$ cat config.mk
export PLATFORM = sky130hd
export DESIGN_NAME = cla_seq_ctrl
export DESIGN_NICKNAME = d
export VERILOG_FILES = /design/src/rtl/cla_seq_ctrl.sv
export SDC_FILE = /design/constraint.sdc
export NUM_CORES = 1
export LEC_CHECK = 0
export CORE_MARGIN = 2
export CORE_UTILIZATION = 40
export CTS_CLUSTER_DIAMETER = 40
export DETAILED_ROUTE_END_ITERATION = 8
export GPL_TIMING_DRIVEN = 0
export PLACE_DENSITY_LB_ADDON = 0.25
export SYNTH_ARGS = -nofsm -noshare
export SYNTH_HDL_FRONTEND = slang
export SYNTH_SLANG_ARGS = --single-unit
$ cat constraint.sdc
create_clock -name clk -period 2.8 [get_ports clk]
set_input_delay 0.42 -clock clk [delete_from_list [all_inputs] [get_ports clk]]
set_output_delay 0.42 -clock clk [all_outputs]
set_load 0.02 [all_outputs]
$ cat src/rtl/cla_seq_ctrl.sv
// ============================================================================
//  Module   : cla_seq_ctrl
//  Purpose  : Byte-serial wide add/subtract sequencer driving one external
//             combinational 8-bit adder slice, LSB byte first, carry chained
//             in a register. Optional macro CLA_SEQ_ZERO_FLAG_EN adds `zero`.
//  Revision : 1.0 - initial release
// ============================================================================
`default_nettype none

module cla_seq_ctrl #(
    parameter int WORDS = 4
) (
    input  logic                 clk,
    input  logic                 rst_n,
    input  logic                 start_valid,
    output logic                 start_ready,
    input  logic [8*WORDS-1:0]   op_a,
    input  logic [8*WORDS-1:0]   op_b,
    input  logic                 sub,
    output logic [7:0]           adder_a,
    output logic [7:0]           adder_b,
    output logic                 adder_cin,
    input  logic [7:0]           adder_sum,
    input  logic                 adder_cout,
    output logic [8*WORDS-1:0]   result,
    output logic                 carry_out,
    output logic                 overflow,
    output logic                 done_valid,
    input  logic                 done_ready
`ifdef CLA_SEQ_ZERO_FLAG_EN
    ,
    output logic                 zero
`endif
);

    localparam int              W      = 8 * WORDS;
    localparam int              IW     = (WORDS > 1) ? $clog2(WORDS) : 1;
    localparam logic [IW-1:0]   C_LAST = IW'(WORDS - 1);

    typedef enum logic [1:0] {
        S_IDLE = 2'd0,
        S_RUN  = 2'd1,
        S_DONE = 2'd2
    } state_t;

    state_t          r_state;
    logic [IW-1:0]   r_idx;
    logic            r_carry;
    logic [W-1:0]    r_a;
    logic [W-1:0]    r_b;
    logic [W-1:0]    r_result;
    logic            r_cout;
    logic            r_ovf;
    logic            r_start_ready;
    logic            r_done_valid;
`ifdef CLA_SEQ_ZERO_FLAG_EN
    logic            r_nz;
    logic            r_zero;
`endif

    logic [7:0]      w_a_bytes [WORDS];
    logic [7:0]      w_b_bytes [WORDS];
    logic            w_run;

    genvar gi;
    generate
        for (gi = 0; gi < WORDS; gi++) begin : g_bytes
            assign w_a_bytes[gi] = r_a[8*gi +: 8];
            assign w_b_bytes[gi] = r_b[8*gi +: 8];
        end
    endgenerate

    assign w_run = (r_state == S_RUN);

    // Adder inputs are forced to zero outside RUN so the slice sees no toggling.
    assign adder_a   = w_run ? w_a_bytes[r_idx] : 8'h00;
    assign adder_b   = w_run ? w_b_bytes[r_idx] : 8'h00;
    assign adder_cin = w_run ? r_carry : 1'b0;

    always_ff @(posedge clk or negedge rst_n) begin
        if (!rst_n) begin
            r_state       <= S_IDLE;
            r_idx         <= '0;
            r_carry       <= 1'b0;
            r_a           <= '0;
            r_b           <= '0;
            r_result      <= '0;
            r_cout        <= 1'b0;
            r_ovf         <= 1'b0;
            r_start_ready <= 1'b1;
            r_done_valid  <= 1'b0;
`ifdef CLA_SEQ_ZERO_FLAG_EN
            r_nz          <= 1'b0;
            r_zero        <= 1'b0;
`endif
        end else begin
            case (r_state)
                S_IDLE: begin
                    if (start_valid) begin
                        r_a           <= op_a;
                        r_b           <= sub ? ~op_b : op_b;
                        r_carry       <= sub;
                        r_idx         <= '0;
                        r_start_ready <= 1'b0;
                        r_state       <= S_RUN;
`ifdef CLA_SEQ_ZERO_FLAG_EN
                        r_nz          <= 1'b0;
`endif
                    end
                end

                S_RUN: begin
                    for (int i = 0; i < WORDS; i++) begin
                        if (r_idx == IW'(i)) begin
                            r_result[8*i +: 8] <= adder_sum;
                        end
                    end
                    r_carry <= adder_cout;
                    r_idx   <= r_idx + IW'(1);
`ifdef CLA_SEQ_ZERO_FLAG_EN
                    r_nz    <= r_nz | (|adder_sum);
`endif
                    if (r_idx == C_LAST) begin
                        // Operand signs come from the latched (possibly inverted) B.
                        r_cout       <= adder_cout;
                        r_ovf        <= (r_a[W-1] == r_b[W-1]) &&
                                        (adder_sum[7] != r_a[W-1]);
                        r_done_valid <= 1'b1;
                        r_state      <= S_DONE;
`ifdef CLA_SEQ_ZERO_FLAG_EN
                        r_zero       <= ~(r_nz | (|adder_sum));
`endif
                    end
                end

                S_DONE: begin
                    if (done_ready) begin
                        r_done_valid  <= 1'b0;
                        r_start_ready <= 1'b1;
                        r_state       <= S_IDLE;
                    end
                end

                default: begin
                    r_done_valid  <= 1'b0;
                    r_start_ready <= 1'b1;
                    r_state       <= S_IDLE;
                end
            endcase
        end
    end

    assign start_ready = r_start_ready;
    assign done_valid  = r_done_valid;
    assign result      = r_result;
    assign carry_out   = r_cout;
    assign overflow    = r_ovf;
`ifdef CLA_SEQ_ZERO_FLAG_EN
    assign zero        = r_zero;
`endif

endmodule

`default_nettype wire

==> flow_metrics.py <==
metrics = {
    "floorplan": {
        "core_sq_um": 11900,
        "start_util_pct": 40.5,
        "ioPinCount": 131,
        "die_y_microns": 114,
        "die_w_microns": 114,
        "rows": 40,
        "die_area_sq_um": 12900,
    },
    "pwr": {
        "p_leak_nw": 2.66,
        "power.total_mw": 8.00,
        "ir_drop_uv": 515,
        "p_per_area_nw_per_um2": 1220,
    },
    "grt": {
        "antenna_found_initial": 0,
        "grt_usage_pct": 18.0,
        "grt_pass1_vias": 3532,
        "grt_pass1_wl_mm": 18.0,
        "grt_max_degree": 56,
        "overflow": 0,
    },
    "cts": {
        "cts_tree": "done",
        "cts.clk_slew.worst_paths_ns": 0.08,
        "clkLatencyLatePin_ns": 0.34,
        "ctsLongestPathBuffers": 2,
        "cts_sinks": 105,
        "cts-root-buf": "clkbuf_16",
        "numCtsBuffers": 9,
        "hold_buffers": 0,
        "htree_levels": 3,
    },
    "critical_path": {
        "reg2reg_depth": 6,
        "rr_endpoint": "result[2]",
        "ff2ff_setup_slack_ns": 0.89,
        "path_max_fanout": 10,
        "endpoint_kind": "primary output",
        "crit_path_start_kind": "flop",
        "critPathKind": "flop to primary output",
        "r2r-start": "r_idx[1]",
        "crit_arrival_ns": 2.29,
        "cp.required_ns": 2.38,
    },
    "logic_synthesis": {
        "ys_ff_latch": 105,
        "synth_seq_area_share_pct": 54.7,
        "ys_warn_count": 0,
        "synth_cells": 360,
        "yosysUniqueCellTypes": 27,
        "syn_area_sq_um": 4800,
        "synth_nets": 442,
        "avgSynthCellArea_sq_um": 13.3,
    },
    "place": {
        "gp_congestion": 0.743,
        "io_buffers": 129,
        "place_ws_ns": 0.294,
        "dp_hpwl_mm": 7.97,
    },
    "timing": {
        "slew_violations": 0,
        "fin_setup_tns_ns": 0,
        "finalCriticalPeriod_ns": 2.71,
        "relSlewSlack_pct": 51.6,
        "fin_crit_sh_pct": 96.8,
        "finalHoldViolCount": 0,
        "finalSetupViolCount": 0,
        "rsz0062_at_grt": "no",
        "worst_clock_skew_ns": 0.00881,
        "fmax_ghz": 0.369,
        "finalWorstSetupSlack_ns": 0.0905,
        "worst_pin_slew_ns": 0.726,
    },
    "routing": {
        "dr.pass1.iters": 4,
        "drcViolationCount": 0,
        "wl_mm": 11.1,
        "drt-initial-drc-count": 157,
        "wire_per_inst_microns": 17.1,
        "vias": 3257,
        "drtAntennaViolNets": 0,
        "vias_per_cell": 5.00,
    },
    "final_layout": {
        "antennaDiodeCount": 0,
        "area_delta_synth_final_pct": 37.0,
        "fin_nets": 582,
        "num-fill-cells": 1021,
        "drive_gt1_share_pct": 25.3,
    },
    "flow_run": {
        "maxCapViolCount": 0,
    },
    "hold_path": {
        "hp-class": "input port to asynchronous set/reset pin",
    },
    "outcome": {
        "outcome": "finished, final reports clean",
    },
}
-- synth_stat cells --
library cell  count  area share, %
dfstp_2           1           0.55
buf_2            11            1.1
nor3b_4           1           0.39
ha_1              4            1.0
nand2b_1          1           0.13
nor2b_1           3           0.39
a21oi_1          35            3.6
buf_6             4           0.94
inv_1             3           0.23
and3b_1           1           0.18
nand2_1           2           0.16
dfrtp_1         104             54
nor2_1           37            2.9
nand2_2           3           0.39
buf_4             7            1.1
a22oi_1           1           0.16
a22o_1            1           0.18
and2_1           17            2.2
mux2_2           66             15
mux4_2           16            7.5
nand3b_1          1           0.16
o21bai_1          1           0.16
o22a_1            1           0.18
mux2i_1           1           0.21
clkbuf_1          2           0.16
o21ai_0           4           0.42
xnor2_1          32            5.8
-- stage by stage --
step           std cells  area, sq um  util (%)  hold WS (ns)
2_1_floorplan        360         4800         -         0.124
3_3_place_gp         636         6280      52.9         0.469
3_5_place_dp         637         6300      53.1         0.472
4_1_cts              652         6580      55.5         0.150
5_1_grt              652         6580      55.5         0.177
6_report             652         6580      55.5         0.130
-- layout make-up --
| class | instances | area, sq um | share of cell area, % |
|---|---|---|---|
| clock buffer | 9 | 225 | 3.42 |
| multi-input combinational | 228 | 2000 | 30.4 |
| buffer | 23 | 154 | 2.34 |
| sequential | 105 | 2630 | 39.9 |
| clock inverter | 7 | 62.6 | 0.950 |
| timing repair buffer | 130 | 1310 | 20.0 |
| tap | 147 | 184 | 2.79 |
| inverter | 3 | 11.3 | 0.171 |
-- critical path, cell delays in order, from the launching register on --
cell             delay [ns]
dfrtp_1                0.38
buf_2                  0.27
buf_4                  0.26
mux4_2                 0.32
and2_1                 0.18
clkdlybuf4s50_1        0.53
-- power breakdown --
part           switching (mW)  internal, mW  total, mW
clock network           0.596         0.623       1.22
logic                    1.88          2.21       4.10
registers               0.394          2.29       2.68
total                    2.87          5.13       8.00
-- cells by family after synthesis --
family / share of synthesized area [%]
flip-flops: 54.7
buffers and inverters: 3.57
AND/OR/NAND/NOR: 6.90
adder cells (fa/ha/maj): 1.04
multiplexers: 23.2
XOR/XNOR: 5.83
AO/OA/AOI/OAI: 4.74
-- flip-flops by register name, summed over array words and instances, names as in the netlist --
signal / count
r_a: 32
r_b: 32
result: 32
r_idx: 2
r_state: 2
carry_out: 1
done_valid: 1
overflow: 1
r_carry: 1
start_ready: 1
-- routing by layer --
metal | global-route usage (%) | up-vias | part of all wire, % | routed length (microns)
li1 | - | 1521 | - | -
met1 | 23.5 | 1622 | 44 | 4870
met2 | 30.5 | 103 | 49 | 5500
met3 | 4.04 | 11 | 5.2 | 581
met4 | 4.80 | 0 | 1.5 | 162
met5 | 0 | - | 0 | 0
-- worst max path at each step --
stage | slack [ns] | start | end
final | 0.09 | r_idx[1] | adder_b[0]
after global routing | 0.002 | r_idx[0] | adder_a[7]
after CTS | 0.06 | r_idx[1] | adder_b[3]
after detailed placement | 0.29 | r_state[1] | adder_b[3]
after global placement | -2.63 | rst_n | r_b[4]
after floorplan | 0.96 | r_idx[0] | adder_b[0]
-- what timing repair did --
action | 4_1_cts | 5_1_grt
gates resized for setup | 5 | 0
buffers inserted | 0 | 0
setup endpoints to repair | 11 | 0
-- placed cells by master, fill, tap and decap left out --
cell,netlist,routed
and2_1,17,17
clkdlybuf4s50_1,0,126
nor2b_1,3,3
dlygate4sd2_1,0,2
nand2_2,3,3
clkbuf_2,0,2
inv_6,0,1
inv_1,3,3
clkinv_2,0,1
nand3b_1,1,1
o21ai_0,4,4
nor2_1,37,37
a21oi_1,35,35
mux4_2,16,16
clkbuf_16,0,9
o21bai_1,1,1
xnor2_1,32,32
buf_4,7,9
buf_6,4,3
clkinv_4,0,3
and3b_1,1,1
dfrtp_1,104,104
o22a_1,1,1
nor3b_4,1,1
nand2_1,2,2
mux2i_1,1,1
inv_8,0,2
buf_2,11,10
dfstp_2,1,1
buf_16,0,1
a22oi_1,1,1
nand2b_1,1,1
mux2_2,66,66
a22o_1,1,1
ha_1,4,4
Note: power is estimated with default switching activity, not from simulation.
